--- config.mk ---
export PLATFORM = sky130hd
export DESIGN_NAME = alu_core_flat
export DESIGN_NICKNAME = d
export VERILOG_FILES = /design/src/rtl/alu_core_if.sv /design/src/rtl/alu_core.sv /design/src/flat_wrapper.sv
export SDC_FILE = /design/constraint.sdc
export NUM_CORES = 1
export LEC_CHECK = 0
export CAP_MARGIN = 5
export CORE_UTILIZATION = 50
export CTS_BUF_LIST = sky130_fd_sc_hd__clkbuf_8
export DETAILED_ROUTE_END_ITERATION = 6
export PLACE_DENSITY_LB_ADDON = 0.08
export SLEW_MARGIN = 20
export SYNTH_ARGS = -nofsm -noshare
export SYNTH_HDL_FRONTEND = slang
export SYNTH_SLANG_ARGS = --single-unit
--- constraint.sdc ---
create_clock -name clk -period 3.95 [get_ports clk]
set_clock_uncertainty 0.1 [all_clocks]
set_input_delay 0.5925 -clock clk [delete_from_list [all_inputs] [get_ports clk]]
set_output_delay 0.5925 -clock clk [all_outputs]
set_load 0.02 [all_outputs]
--- src/rtl/alu_core_if.sv ---
// alu_core_if: operand/opcode bundle into the ALU and result/flag bundle out; no handshake, always ready.
// master drives operands and consumes results; slave is the ALU side.
interface alu_core_if #(
   parameter int width = 8
);
   logic [width-1:0] a;
   logic [width-1:0] b;
   logic             c_in;
   logic [3:0]       op;
   logic [width-1:0] y;
   logic             c_out;
   logic             overflow;
   logic             borrow;
   logic             invalid_op;
   logic             err_sticky;

   modport master (
      output a, b, c_in, op,
      input  y, c_out, overflow, borrow, invalid_op, err_sticky
   );

   modport slave (
      input  a, b, c_in, op,
      output y, c_out, overflow, borrow, invalid_op, err_sticky
   );
endinterface

--- src/rtl/alu_core.sv ---
// alu_core: combinational ALU, zero-cycle result/flags, always ready (no backpressure); only err_sticky is registered.
// Opcodes 11-14 (shift/rotate) exist only when ALU_CORE_SHIFT_ROT_EN is defined, otherwise they decode as reserved.
module alu_core #(
   parameter int width = 8
) (
   input  logic        clk,
   input  logic        reset,
   alu_core_if.slave   alu
);
   localparam logic [3:0] OP_ADD  = 4'd0;
   localparam logic [3:0] OP_SUB  = 4'd1;
   localparam logic [3:0] OP_AND  = 4'd2;
   localparam logic [3:0] OP_OR   = 4'd3;
   localparam logic [3:0] OP_XOR  = 4'd4;
   localparam logic [3:0] OP_NOT  = 4'd5;
   localparam logic [3:0] OP_NAND = 4'd6;
   localparam logic [3:0] OP_NOR  = 4'd7;
   localparam logic [3:0] OP_XNOR = 4'd8;
   localparam logic [3:0] OP_INC  = 4'd9;
   localparam logic [3:0] OP_DEC  = 4'd10;
`ifdef ALU_CORE_SHIFT_ROT_EN
   localparam logic [3:0] OP_SHL  = 4'd11;
   localparam logic [3:0] OP_SHR  = 4'd12;
   localparam logic [3:0] OP_ROL  = 4'd13;
   localparam logic [3:0] OP_ROR  = 4'd14;
`endif

   localparam int          MSB     = width - 1;
   localparam logic [MSB:0] MAX_POS = {1'b0, {(width-1){1'b1}}};
   localparam logic [MSB:0] MIN_NEG = {1'b1, {(width-1){1'b0}}};
   localparam logic [MSB:0] ONE     = {{(width-1){1'b0}}, 1'b1};

   logic [width:0] w_sum;
   logic [width:0] w_diff;
   logic [MSB:0]   w_y;
   logic           w_c_out;
   logic           w_overflow;
   logic           w_borrow;
   logic           w_invalid;
   logic           r_err_sticky;

   // One extra bit: carry for ADD, and for SUB it goes high exactly when a < b + c_in.
   assign w_sum  = {1'b0, alu.a} + {1'b0, alu.b} + {{width{1'b0}}, alu.c_in};
   assign w_diff = {1'b0, alu.a} - {1'b0, alu.b} - {{width{1'b0}}, alu.c_in};

   always_comb begin
      w_y        = '0;
      w_c_out    = 1'b0;
      w_overflow = 1'b0;
      w_borrow   = 1'b0;
      w_invalid  = 1'b0;
      case (alu.op)
         OP_ADD: begin
            w_y        = w_sum[MSB:0];
            w_c_out    = w_sum[width];
            w_overflow = (alu.a[MSB] == alu.b[MSB]) && (w_sum[MSB] != alu.a[MSB]);
         end
         OP_SUB: begin
            w_y        = w_diff[MSB:0];
            w_borrow   = w_diff[width];
            w_c_out    = ~w_diff[width];
            w_overflow = (alu.a[MSB] != alu.b[MSB]) && (w_diff[MSB] != alu.a[MSB]);
         end
         OP_AND:  w_y = alu.a & alu.b;
         OP_OR:   w_y = alu.a | alu.b;
         OP_XOR:  w_y = alu.a ^ alu.b;
         OP_NOT:  w_y = ~alu.a;
         OP_NAND: w_y = ~(alu.a & alu.b);
         OP_NOR:  w_y = ~(alu.a | alu.b);
         OP_XNOR: w_y = ~(alu.a ^ alu.b);
         OP_INC: begin
            w_y        = alu.a + ONE;
            w_c_out    = &alu.a;
            w_overflow = (alu.a == MAX_POS);
         end
         OP_DEC: begin
            w_y        = alu.a - ONE;
            w_borrow   = (alu.a == '0);
            w_overflow = (alu.a == MIN_NEG);
         end
`ifdef ALU_CORE_SHIFT_ROT_EN
         OP_SHL: begin
            w_y     = {alu.a[MSB-1:0], 1'b0};
            w_c_out = alu.a[MSB];
         end
         OP_SHR: begin
            w_y     = {1'b0, alu.a[MSB:1]};
            w_c_out = alu.a[0];
         end
         OP_ROL: begin
            w_y     = {alu.a[MSB-1:0], alu.a[MSB]};
            w_c_out = alu.a[MSB];
         end
         OP_ROR: begin
            w_y     = {alu.a[0], alu.a[MSB:1]};
            w_c_out = alu.a[0];
         end
`endif
         default: w_invalid = 1'b1;
      endcase
   end

   always_ff @(posedge clk) begin
      if (reset)
         r_err_sticky <= 1'b0;
      else
         r_err_sticky <= r_err_sticky | w_invalid | w_overflow;
   end

   assign alu.y          = w_y;
   assign alu.c_out      = w_c_out;
   assign alu.overflow   = w_overflow;
   assign alu.borrow     = w_borrow;
   assign alu.invalid_op = w_invalid;
   assign alu.err_sticky = r_err_sticky;
endmodule

--- src/flat_wrapper.sv ---
// flat-port wrapper written by rule: the top's interface ports become plain ports
module alu_core_flat 
#(
   parameter int width = 8
)
  (clk, reset, alu_a, alu_b, alu_c_in, alu_op, alu_y, alu_c_out, alu_overflow, alu_borrow, alu_invalid_op, alu_err_sticky);
  alu_core_if #(.width(width)) alu_i ();
  input  logic clk;
  input  logic reset;
  input wire logic [$bits(alu_i.a)-1:0] alu_a;
  input wire logic [$bits(alu_i.b)-1:0] alu_b;
  input wire logic [$bits(alu_i.c_in)-1:0] alu_c_in;
  input wire logic [$bits(alu_i.op)-1:0] alu_op;
  output wire logic [$bits(alu_i.y)-1:0] alu_y;
  output wire logic [$bits(alu_i.c_out)-1:0] alu_c_out;
  output wire logic [$bits(alu_i.overflow)-1:0] alu_overflow;
  output wire logic [$bits(alu_i.borrow)-1:0] alu_borrow;
  output wire logic [$bits(alu_i.invalid_op)-1:0] alu_invalid_op;
  output wire logic [$bits(alu_i.err_sticky)-1:0] alu_err_sticky;
  assign alu_i.a = alu_a;
  assign alu_i.b = alu_b;
  assign alu_i.c_in = alu_c_in;
  assign alu_i.op = alu_op;
  assign alu_y = alu_i.y;
  assign alu_c_out = alu_i.c_out;
  assign alu_overflow = alu_i.overflow;
  assign alu_borrow = alu_i.borrow;
  assign alu_invalid_op = alu_i.invalid_op;
  assign alu_err_sticky = alu_i.err_sticky;
  alu_core #(.width(width)) u_core (.clk(clk), .reset(reset), .alu(alu_i));
endmodule
==> flow_summary.ini, run 1 <==
[outcome]
status = finished, final reports clean

[synthesis]
yosysUniqueCellTypes = 64
synth_fa_ha_area_frac = 0.2588
synth_top_family_by_area = compound AO/OA/AOI/OAI gates
synth_compound_area_frac = 0.3000
synthMuxAreaShare = 0.03412
ys_ff_latch = 1
syn_area_mm2 = 0.002127
synth_xor_area_frac = 0.1071
avgSynthCellArea_um2 = 7.463
synth_edf_count = 0
ys_seq_area_frac = 0.009412
syn_nets = 349
synth_simple_gate_area_share = 0.2035
yosysWarnings = 0
synth_cells = 285
ys.flop_type = dfxtp_1
async_flop_share = 0

[sta]
worst_slew_pin_slew_ps = 465.8
setup_violations = 0
rsz0062_at_grt = no
hold_viol_final = 0
fmax_mhz = 257.1
slew_viol_final = 0
timing.slew.headroom = 0.6883
period_needed_ps = 3889
min_period_over_period = 0.9845

[final_layout]
fin_area_mm2 = 0.003080
largest_register_ffs = 1
finalNonFillerCells = 428
area_delta_synth_final_pct = 44.82
final_util = 0.7646
finish.net_count = 444
n_fill_cell = 321
n_antenna_cell = 0
drive_gt1_frac = 0.2963

[route]
finalWirelength_mm = 7.301
drc = 0
viasPerCell = 5.869
wl_per_cell_um = 17.06
drt_pre_antenna_iters = 5
ant_nets = 0
drt_iter0_drc = 195
num_vias = 2512

[power]
power_leakage_uw = 0.001457
finalPower_uw = 467.3
ir_drop_mv = 0.08993
p_per_area_mw_per_mm2 = 151.7

[grt]
use_met3 = 0.03041
grt-busiest-layer = met2
overflow = 0
grt_max_degree = 27
grt_use_met2 = 0.5900
antenna_found_initial = 0
grt_pass1_vias = 2454
met1_usage = 0.4216
track_usage = 0.3296
grt_pass1_wl_mm = 11.36

[clock_tree]
clkSlewWorstSetupHoldPaths_ps = 0
postCtsHoldBufs = 0
clock_latency_ps = 0

[critical_path]
max_stage_delay_ps = 410
path_buf_inv = 3
cp_cell_sequence = clkdlybuf4s50_1 -> nand2b_4 -> or2_4 -> inv_4 -> ha_1 -> a21oi_2 -> o21bai_1 -> xor2_1 -> a22o_2 -> nor3_1 -> o21ai_0 -> dlygate4sd2_1
worstReg2RegStart = u_core.alu.err_sticky
path_max_fanout = 4
reg2reg_to = u_core.alu.err_sticky
worstSetupEndpointType = output pin
cpMaxStageDelayCell = clkdlybuf4s50_1
r2r_cells = 1
arrival_ps = 3200
cpLargestDelayFamily = buffers and inverters
path_class = in -> out
cp.required_ps = 3260
cp-start-kind = input port
r2r_setup_slack_ps = 3150

[worst_hold_path]
worstHoldEndpoint = u_core.alu.err_sticky
hp-class = reg -> reg
hold_path_depth = 1
hold_start = u_core.alu.err_sticky

[placed_design]
hpwl_mm = 5.839
postPlaceCellArea_mm2 = 0.002994
io_buffers = 35
place_inst = 427
gp_congestion = 0.9381

[die]
core_area_mm2 = 0.004029
die_area_mm2 = 0.004519
die_width_um = 67.23
fp-row-count = 23
pin_count = 36
start_util = 0.5280
fp.dieH_um = 67.23

[flow_run]
drv_cap = 0
-- final cells by class --
type                       instances  area [µm²]  area share
inverter                          33       126.4     0.04102
multi-input combinational        241        2019      0.6556
sequential                         1       20.02    0.006499
tap                               50       62.56     0.02031
timing repair buffer             103       852.1      0.2766
-- metrics by stage --
stage	hold slack [ps]	worst slack [ps]	setup TNS, ps
5_1_grt	414.8	0.5980	0
3_5_place_dp	389.2	-495.0	-3057
3_3_place_gp	381.4	-446.4	-2781
2_1_floorplan	504.6	423.1	0
4_1_cts	393.9	4.839	0
6_report	380.0	61.21	0
-- cells in the mapped netlist, drive strengths merged, types with 5 or more instances --
library cell	count	area (µm²)
buf	7	50.05
o22ai	8	50.05
a21o	7	52.55
nor2	19	71.32
ha	36	450.4
nor2b	5	31.28
o21ai	21	108.9
inv	33	123.9
fa	5	100.1
nand2	16	60.06
a21oi	17	88.84
nor3	8	51.30
nand2b	8	67.57
mux2i	5	50.05
xnor2	20	175.2
xor2	6	52.55
nand3	5	25.02
-- cells in the final DEF (no fill, tap or decap), drive strengths merged, types with 2 or more instances in the layout --
cell / n
fa: 5
inv: 33
nand4: 4
o21bai: 2
buf: 71
o211ai: 2
xor2: 6
nor4: 4
a22o: 3
clkdlybuf4s50: 19
o31a: 2
o32a: 2
a211o: 2
o221ai: 2
nor3: 8
clkbuf: 4
dlygate4sd2: 3
o22ai: 8
nand2: 16
nand3: 5
nor3b: 2
a31oi: 2
clkdlybuf4s15: 2
a21oi: 17
dlymetal6s2s: 4
mux2i: 5
nand2b: 8
a41oi: 2
a21o: 7
nor2: 19
a32oi: 4
o21ai: 21
xnor2: 20
mux2: 2
ha: 36
nor2b: 5
a211oi: 3
a221oi: 2
o21a: 3
-- routing by layer --
| layer | routed length (µm) | part of all wire |
|---|---|---|
| met1 | 3120 | 0.43 |
| met2 | 3504 | 0.48 |
| met3 | 581 | 0.080 |
| met4 | 95 | 0.013 |
| met5 | 0 | 0 |
-- power by group --
part / internal [µW] / switching [µW] / leakage (µW)
clock network: 0 / 0 / 0
registers: 11.3 / 0.493 / 0.00000839
logic: 221 / 234 / 0.00145
-- how the worst max path moves through the flow --
stage	from	endpoint	slack [ps]	cells past startpoint
detailed placement	alu_b[0]	alu_c_out	-490	11
CTS	alu_a[4]	alu_y[7]	5	13
finish	alu_op[0]	alu_y[3]	60	12
global route	alu_c_in	alu_y[7]	0.6	12
floorplan	alu_op[2]	alu_y[7]	420	11
global placement	alu_c_in	alu_overflow	-450	10
-- cell families (layout without fill, tap and decap cells) --
group	count (synthesis)	after routing
compound gates	90	90
mux	7	7
simple gates	77	77
xor+xnor	26	26
fa+ha+maj	41	41
flops	1	1
buf+inv	43	136
-- what timing repair did --
| action | 4_1_cts | 5_1_grt |
|---|---|---|
| hold endpoints to repair | 0 | 0 |
| pin swaps | 7 | 14 |
| buffers inserted | 1 | 0 |
| gates resized for setup | 34 | 31 |
| setup endpoints to repair | 9 | 7 |
No activity file was read; power rests on OpenSTA's default activity.
==> run 2: changes to the inputs <==
==> constraint.sdc (replaced) <==
create_clock -name clk -period 3.95 [get_ports clk]
set_clock_uncertainty 0.1 [all_clocks]
set_input_delay 0.5925 -clock clk [delete_from_list [all_inputs] [get_ports clk]]
set_output_delay 0.5925 -clock clk [all_outputs]
set_load 0.01 [all_outputs]
==> flow_summary.ini, run 2 (synthesis results as in run 1) <==
[die]
core_area_mm2 = 0.004029
start_util = 0.5280
pin_count = 36
die_width_um = 67.23
fp.dieH_um = 67.23
die_area_mm2 = 0.004519
fp-row-count = 23

[sta]
setup_violations = 0
timing.slew.headroom = 0.6281
min_period_over_period = 0.9901
fmax_mhz = 255.7
hold_viol_final = 0
slew_viol_final = 0
period_needed_ps = 3911
setup_ws_ps = 39.23
worst_slew_pin_slew_ps = 557.8

[critical_path]
path_max_fanout = 5
worstSetupEndpointType = output pin
cp-start-kind = input port
arrival_ps = 3220
path_class = in -> out
cp.required_ps = 3260

[power]
finalPower_uw = 463.7
ir_drop_mv = 0.09368
p_per_area_mw_per_mm2 = 148.9
power_leakage_uw = 0.001469

[final_layout]
area_delta_synth_final_pct = 46.41
fin_area_mm2 = 0.003114
drive_gt1_frac = 0.2759
layout_commonest_cell = buf_4
final_cell_mix = buf_4 (65), inv_1 (32), ha_1 (31)
largest_register_ffs = 1
n_fill_cell = 321
n_antenna_cell = 0
finish.net_count = 443
final_util = 0.7730

[grt]
grt_max_degree = 27
antenna_found_initial = 0
overflow = 0
grt_pass1_wl_mm = 11.09
grt_pass1_vias = 2424
track_usage = 0.3233

[placed_design]
dp_worst_setup_slack_ps = -409.1
postPlaceCellArea_mm2 = 0.002992
io_buffers = 35
gp_congestion = 1.011
hpwl_mm = 5.572

[route]
drt_pre_antenna_iters = 7
drc = 0
wl_per_cell_um = 16.56
finalWirelength_mm = 7.070
drt_iter0_drc = 183
num_vias = 2522
ant_nets = 0
viasPerCell = 5.906

[flow_run]
drv_cap = 0

[outcome]
status = finished, final reports clean

[clock_tree]
postCtsHoldBufs = 0
clkSlewWorstSetupHoldPaths_ps = 0
clock_latency_ps = 0

[worst_hold_path]
hp-class = reg -> reg
[run 2: cell types whose count changed in the layout (fill, tap and decap cells not counted), moves of 2 or more]
cell,before,now
nor2_2,4,2
clkdlybuf4s50_1,19,21
nor2_1,15,17
o21ai_0,17,15
buf_4,67,65
clkbuf_2,4,1
o21ai_1,2,4
dlygate4sd2_1,3,7
[run 2: critical path, stage by stage]
cell             delay [ps]
clkdlybuf4s50_1         430
nand2b_4                150
or2_4                   270
inv_4                    80
buf_4                   120
ha_1                    230
nor2_1                  100
nor2_1                   70
a2111oi_2               410
nor3_2                  110
xnor2_1                 160
a221o_2                 350
buf_2                   140
[run 2: stage by stage]
stage | hold WS (ps) | std cells | setup TNS [ps]
floorplan | 420.5 | 285 | 0
global placement | 378.2 | 425 | -2153
detailed placement | 375.7 | 425 | -2282
CTS | 377.6 | 426 | 0
global route | 399.0 | 427 | -68.73
finish | 376.1 | 427 | 0
[run 2: routing by layer]
layer	track usage	wire length, µm	vias to the layer above
li1	-	-	1221
met1	0.4248	2978	1148
met2	0.5550	3297	132
met3	0.02703	616	21
met4	0.09574	178	0
met5	0	0	-
[run 2: power by group]
group          switching (µW)  total, µW  internal (µW)  leakage, µW
Clock                       0          0              0            0
Sequential              0.502       11.8           11.3   0.00000839
Combinational             224        452            228      0.00146
Total                     225        464            239      0.00147
[run 2: timing repair]
| action | 4_1_cts | 5_1_grt |
|---|---|---|
| pin swaps | 11 | 11 |
| endpoints found under the setup margin | 7 | 8 |
| gates resized for setup | 25 | 22 |
| setup buffers | 1 | 1 |
| endpoints found under the hold margin | 0 | 0 |
[run 2: cell type report]
type	instances	area [µm²]	area share
timing repair buffer	102	864.6	0.2776
sequential	1	20.02	0.006428
inverter	33	126.4	0.04058
tap	50	62.56	0.02009
multi-input combinational	241	2041	0.6553
[run 2: worst paths after layout]
path	depth (start not counted)	from	slack, ps	end
worst max-delay path	13	alu_op[2]	40	alu_y[7]
worst max register to register	1	u_core.alu.err_sticky	3160	u_core.alu.err_sticky
worst min register to register	1	u_core.alu.err_sticky	380	u_core.alu.err_sticky
worst min-delay path	1	u_core.alu.err_sticky	380	u_core.alu.err_sticky
==> run 3: changes to the inputs <==
--- a/config.mk
+++ b/config.mk
@@ -6,6 +6,7 @@
 export NUM_CORES = 1
 export LEC_CHECK = 0
 export CAP_MARGIN = 5
+export CORE_ASPECT_RATIO = 1.75
 export CORE_UTILIZATION = 50
 export CTS_BUF_LIST = sky130_fd_sc_hd__clkbuf_8
 export DETAILED_ROUTE_END_ITERATION = 6
==> constraint.sdc (replaced) <==
create_clock -name clk -period 3.9 [get_ports clk]
set_clock_uncertainty 0.1 [all_clocks]
set_input_delay 0.585 -clock clk [delete_from_list [all_inputs] [get_ports clk]]
set_output_delay 0.585 -clock clk [all_outputs]
set_load 0.01 [all_outputs]
==> flow_summary.ini, run 3 (synthesis results as in run 1) <==
[route]
drt_pre_antenna_iters = 5
dr_wl_met2_mm = 3.754
finalWirelength_mm = 7.084
drt_iter0_drc = 95
drc = 0
top_layer = met4
wl_met1_mm = 2.563
wl_per_cell_um = 16.75
wl_met3_um = 318
ant_nets = 0
viasPerCell = 5.882
num_vias = 2488

[die]
die_area_mm2 = 0.004529
fp.dieH_um = 88.28
pin_count = 36
fp-row-count = 31
die_width_um = 51.31
core_area_mm2 = 0.004111
start_util = 0.5173

[final_layout]
n_antenna_cell = 0
largest_register_ffs = 1
fin_area_mm2 = 0.003057
final_cell_mix = buf_4 (64), ha_1 (32), inv_1 (31)
finish.net_count = 440
drive_gt1_frac = 0.2834
area_delta_synth_final_pct = 43.71
layout_commonest_cell = buf_4

[placed_design]
postPlaceCellArea_mm2 = 0.002943
gp_congestion = 0.9549
hpwl_mm = 5.757
io_buffers = 35

[critical_path]
path_max_fanout = 4
cp.required_ps = 3210
arrival_ps = 3120
worstSetupEndpointType = output pin
path_class = in -> out
cp-start-kind = input port

[power]
clkPwrFrac = 0
finalPower_uw = 460.5
power_leakage_uw = 0.001424
ir_drop_mv = 0.1088
internal-power_uw = 234.8
p_sw_uw = 225.6
swShare = 0.4900
p_per_area_mw_per_mm2 = 150.6
p_comb_frac = 0.974
sequentialPowerShare = 0.026

[sta]
fmax_mhz = 262.7
slew_viol_final = 0
worst_slew_pin_slew_ps = 436.7
timing.slew.headroom = 0.7067
rsz0062_at_grt = yes
period_needed_ps = 3806
setup_violations = 0
hold_slack_ps = 374.3
min_period_over_period = 0.9760
hold_viol_final = 0

[grt]
overflow = 0
grt_max_degree = 27
grt_pass1_wl_mm = 11.45
track_usage = 0.3307
grt_pass1_vias = 2500
antenna_found_initial = 0

[outcome]
status = finished, final reports clean

[worst_hold_path]
hp-class = reg -> reg

[clock_tree]
postCtsHoldBufs = 0
clkSlewWorstSetupHoldPaths_ps = 0
clock_latency_ps = 0

[flow_run]
drv_cap = 0
run 3: changes by cell type in the layout (fill, tap and decap cells not counted), moves of 2 or more:
cell / delta
a21oi_1: -2
a21oi_2: +2
buf_12: -2
buf_2: -2
clkbuf_2: +2
clkdlybuf4s15_1: +2
dlymetal6s2s_1: -2
run 3: critical path: stages:
cell	delay (ps)
clkdlybuf4s50_1	490
inv_1	60
ha_1	320
ha_4	280
o211ai_1	120
nand4_1	190
a31oi_4	270
xor2_1	170
o221ai_1	150
a221o_2	340
buf_6	130
run 3: power groups by stage:
stage	combinational (µW)	sequential, µW	clock, µW
6_report	449	11.8	0
5_1_grt	485	12.0	0
4_1_cts	428	11.8	0
3_5_place_dp	417	11.9	0
3_3_place_gp	416	11.8	0
2_1_floorplan	240	12.3	0
run 3: timing repair:
item,in CTS,in global routing
buffers inserted,1,1
setup endpoints to repair,10,7
resized for setup,35,23
pin swaps,13,13
run 3: path summary, 6_finish.rpt:
check,from,endpoint,slack [ps],cells past startpoint
worst max-delay path,alu_a[3],alu_y[7],90,11
worst min-delay path,u_core.alu.err_sticky,u_core.alu.err_sticky,370,1
worst max register to register,u_core.alu.err_sticky,u_core.alu.err_sticky,3110,1
worst min register to register,u_core.alu.err_sticky,u_core.alu.err_sticky,370,1
run 3: per-layer routing:
| layer | track usage | vias to the layer above |
|---|---|---|
| met5 | 0 | - |
| met4 | 0.2162 | 0 |
| met3 | 0.02921 | 36 |
| met2 | 0.6256 | 95 |
| met1 | 0.3340 | 1144 |
| li1 | - | 1213 |
run 3: final cells by class:
cell class	count	area [µm²]
sequential	1	20.02
tap	49	61.31
inverter	33	126.4
timing repair buffer	99	815.8
fill	356	1055
multi-input combinational	241	2033
run 3: stage by stage:
stage          TNS (ps)  setup slack (ps)  cells  utilization
2_1_floorplan         0             420.5    285            -
3_3_place_gp      -2730            -437.1    421       0.7158
3_5_place_dp      -2765            -456.8    421       0.7158
4_1_cts          -9.712            -9.712    422       0.7292
5_1_grt          -12.97            -12.97    423       0.7435
6_report              0             93.56    423       0.7435
==> patch 1 (settings of run 1) <==
`width` is set to 8 in 3 places; all go to 10.
--- a/src/rtl/alu_core_if.sv
+++ b/src/rtl/alu_core_if.sv
@@ -3,3 +3,3 @@
 interface alu_core_if #(
-   parameter int width = 8
+   parameter int width = 10
 );
--- a/src/rtl/alu_core.sv
+++ b/src/rtl/alu_core.sv
@@ -3,3 +3,3 @@
 module alu_core #(
-   parameter int width = 8
+   parameter int width = 10
 ) (
--- a/src/flat_wrapper.sv
+++ b/src/flat_wrapper.sv
@@ -3,3 +3,3 @@
 #(
-   parameter int width = 8
+   parameter int width = 10
 )
Ports: changed (resized alu_a, alu_b and alu_y); port bits go from 36 to 42. No check against the original RTL was run, so the function may have changed too.
==> patch 1 against run 1 <==
- setup slack about the same
- final area is 26% higher
- area after synthesis increased by 24%
- first-iteration DRC count rose by 71%
- sequential cell count unchanged
- core utilization decreased by 0.59 points
- power up 33%
- wire length increased by 29%
==> patch 1: results (changes against run 1) <==
- The run finished with clean final reports.
* Met1 demand-to-capacity share in global routing: 49.1% (+6.9 points)
- R2R setup slack: 3.13 ns (-0.02 ns)
- Mapped Nets: 439 (+26%)
- Global-route met2 utilization: 54.0% (-5.0 points)
- Critical-path top delay cell: or4b_4
- The cell count of the worst reg-to-reg path came to 2 (+1).
- Utilization after layout: 75.9% (-0.59 points)
- The cell count after synthesis was 369 (+29%).
- The multi-input combinational cell count was 307 (+27%).
- First-pass GRT wire length: 14400 um (+27%)
- Pin count of the biggest net entering global routing: 40 (+48%)
* Post-CTS Setup Repair Bufs: 7 (+6)
- The global router's overall resource usage is 33.3% (+0.37 points).
- Delay of the slowest cell on the worst path: 0.53 ns (+0.12 ns)
- The xor-xnor portion of the synthesized cell area came to 11.9% (+1.2 points).
- Crit-path max FO: 2 (-2)
* Adder and majority cell fraction of the synthesized area: 21.5% (-4.4 points)
* Post-detailed-placement cell area: 3620 um2 (+21%)
- The number of gates resized after cts came to 35 (+2.9%).
* Total of buffers placed on input and output ports: 41 (+17%)
- The fraction of met3 tracks used by global routing was 2.54% (-0.50 points).
* Via count of the first global-routing pass: 2988 (+22%)
- Count of nets after finishing: 546 (+23%)
* Cell Count, Final, Fillers Out: 544 (+27%)
- The cell leakage power was 1.72 nW (+18%).
* Finished Cell Area: 3870 um2 (+26%)
- The aggregate routed wire length is 9420 um (+29%).
* Hold slack: 0.502 ns (+0.122 ns)
* Maximum VDD drop: 0.105 mV (+17%)
- The count of unique library cells instantiated by Yosys was 71 (+11%).
* Final Wtd Congestion: 0.968 (+3.2%)
* DPL Wire Length: 7050 um (+21%)
- Endpoint arrival time on the critical path: 3.65 ns (+0.45 ns)
* Commonest cells in the synthesized netlist: ha_1 (39), inv_1 (39), xnor2_1 (30), a21oi_1 (28), nor2_1 (23)
- The synthesized-area fraction occupied by ao, oa, aoi and oai cells was 29.0% (-0.98 points).
- The portion of the post-synthesis area used by sequential elements was 0.759% (-0.18 points).
* Cells taking the most area after synthesis: ha_1 (18%), xnor2_1 (10%), inv_1 (5.5%)
## patch 1: cell types whose count changed in the layout (fill, tap and decap cells not counted), moves of 6 or more
cell     change
inv_2        +6
xnor2_1     +10
a21oi_1     +13
buf_4       +19
o21ai_0      -6
nor2_1       +8
## patch 1: power breakdown
group,internal (mW),total [mW],switching [mW]
Clock,0,0,0
Combinational,0.298,0.609,0.311
Sequential,0.0112,0.0116,0.000364
## patch 1: worst max-delay path by stage
stage | startpoint | to | slack (ns) | cells after the start
floorplan | alu_c_in | alu_borrow | 0.40 | 9
global placement | alu_c_in | alu_y[8] | -0.58 | 11
detailed placement | alu_c_in | alu_y[8] | -0.61 | 11
CTS | alu_b[6] | u_core.alu.err_sticky$_SDFF_PP0_ | 0.003 | 17
global route | alu_a[2] | u_core.alu.err_sticky$_SDFF_PP0_ | -0.02 | 18
finish | alu_a[7] | u_core.alu.err_sticky$_SDFF_PP0_ | 0.06 | 17
==> patch 2 (flow settings as in run 1) <==
Made on the original files. Make the reset (`reset`) asynchronous in one clocked block.
--- a/src/rtl/alu_core.sv
+++ b/src/rtl/alu_core.sv
@@ -102,3 +102,3 @@
 
-   always_ff @(posedge clk) begin
+   always_ff @(posedge clk or posedge reset) begin
       if (reset)
Function: differs if reset is asserted again (counterexample within 4 cycles, from zero or initial values and one cycle with reset high); with reset held inactive, the same outputs for 10 cycles.
==> patch 2 against run 1 <==
- setup slack gained 0.021 ns
- final area grew 0.73%
- wire length grew 0.99%
- die area shrank 1.7%
- power grew 1.6%
- sequential cell count is the same
- area after synthesis shrank 1.8%
- fmax grew 0.55%
==> patch 2: results (changes against run 1) <==
- Proportion of synthesized area in mux cells: 1.02% (-2.4 points)
- The remaining max-slew budget at the tightest pin is 75.3% (+6.4 points).
- The flip-flop and latch count is 1 (unchanged).
- The worst register-to-register path begins at u_core.alu.err_sticky$_DFF_PP0_.
- The instance count along the most critical hold path came to 2 (+1).
- The number of cells after detailed placement is 446 (+4.4%).
- Post-detailed-placement cell area: 3000 um2 (+0.13%)
- The routed wire length per instance was 16.5 um (-3.3%).
- R2R Path End: u_core.alu.err_sticky$_DFF_PP0_
- The global router's overall resource usage is 33.8% (+0.84 points).
- The setup slack of the most critical reg-to-reg path came to 2.95 ns (-0.20 ns).
- The xor-xnor portion of the synthesized cell area is 6.71% (-4.0 points).
- The largest net degree at the start of global routing was 32 (+19%).
- The flow ran to the end, and the final reports show no timing, DRC or antenna violations.
* Iteration-0 DRC count of the detailed router: 191 (-2.1%)
- Routed metal-1 wire length: 3160 um (+1.2%)
- Endpoint arrival time on the critical path: 3.17 ns (-0.03 ns)
- Hold Crit Endpoint: u_core.alu.err_sticky$_DFF_PP0_
- Inverters: 30 (-9.1%)
* Via count of the first global-routing pass: 2435 (-0.77%)
- The most critical setup path has its startpoint at alu_a[0].
* Multi-input gate count: 257 (+6.6%)
- The global-route met1 utilization is 44.9% (+2.7 points).
- Global-route met2 utilization: 55.9% (-3.1 points)
- The area growth from synthesis to layout is 48.5%.
* Fraction of final layout cells with drive strength greater than 1: 27.0% (-2.7 points)
- Count of mapped cells out of synthesis: 299 (+4.9%)
- The wire length of the first global-routing pass came to 11500 um (+1.2%).
-- patch 2: cell types whose count changed after synthesis, sizes merged, moves of 3 or more --
cell / run 1 / this run
nand2b: 8 / 5
a21o: 7 / 3
o21ai: 21 / 16
a22oi: 1 / 4
nand2: 16 / 21
nor2: 19 / 29
inv: 33 / 30
mux2i: 5 / 1
nor3: 8 / 14
xnor2: 20 / 8
o221ai: 2 / 5
o22ai: 8 / 4
o32ai: 0 / 3
a21oi: 17 / 27
-- patch 2: report_power, final --
group | internal (mW) | switching [mW] | total, mW
Sequential | 0.0104 | 0.0000000000872 | 0.0104
Combinational | 0.223 | 0.241 | 0.464
Clock | 0 | 0 | 0
-- patch 2: critical path: stages --
cell and delay [ns]:
clkdlybuf4s15_1 0.24, fa_1 0.56, inv_1 0.09, ha_2 0.17
o21ai_2 0.08, a2111oi_4 0.40, mux2i_2 0.32, a21oi_1 0.09
a211o_1 0.23, a211o_1 0.23, buf_4 0.16
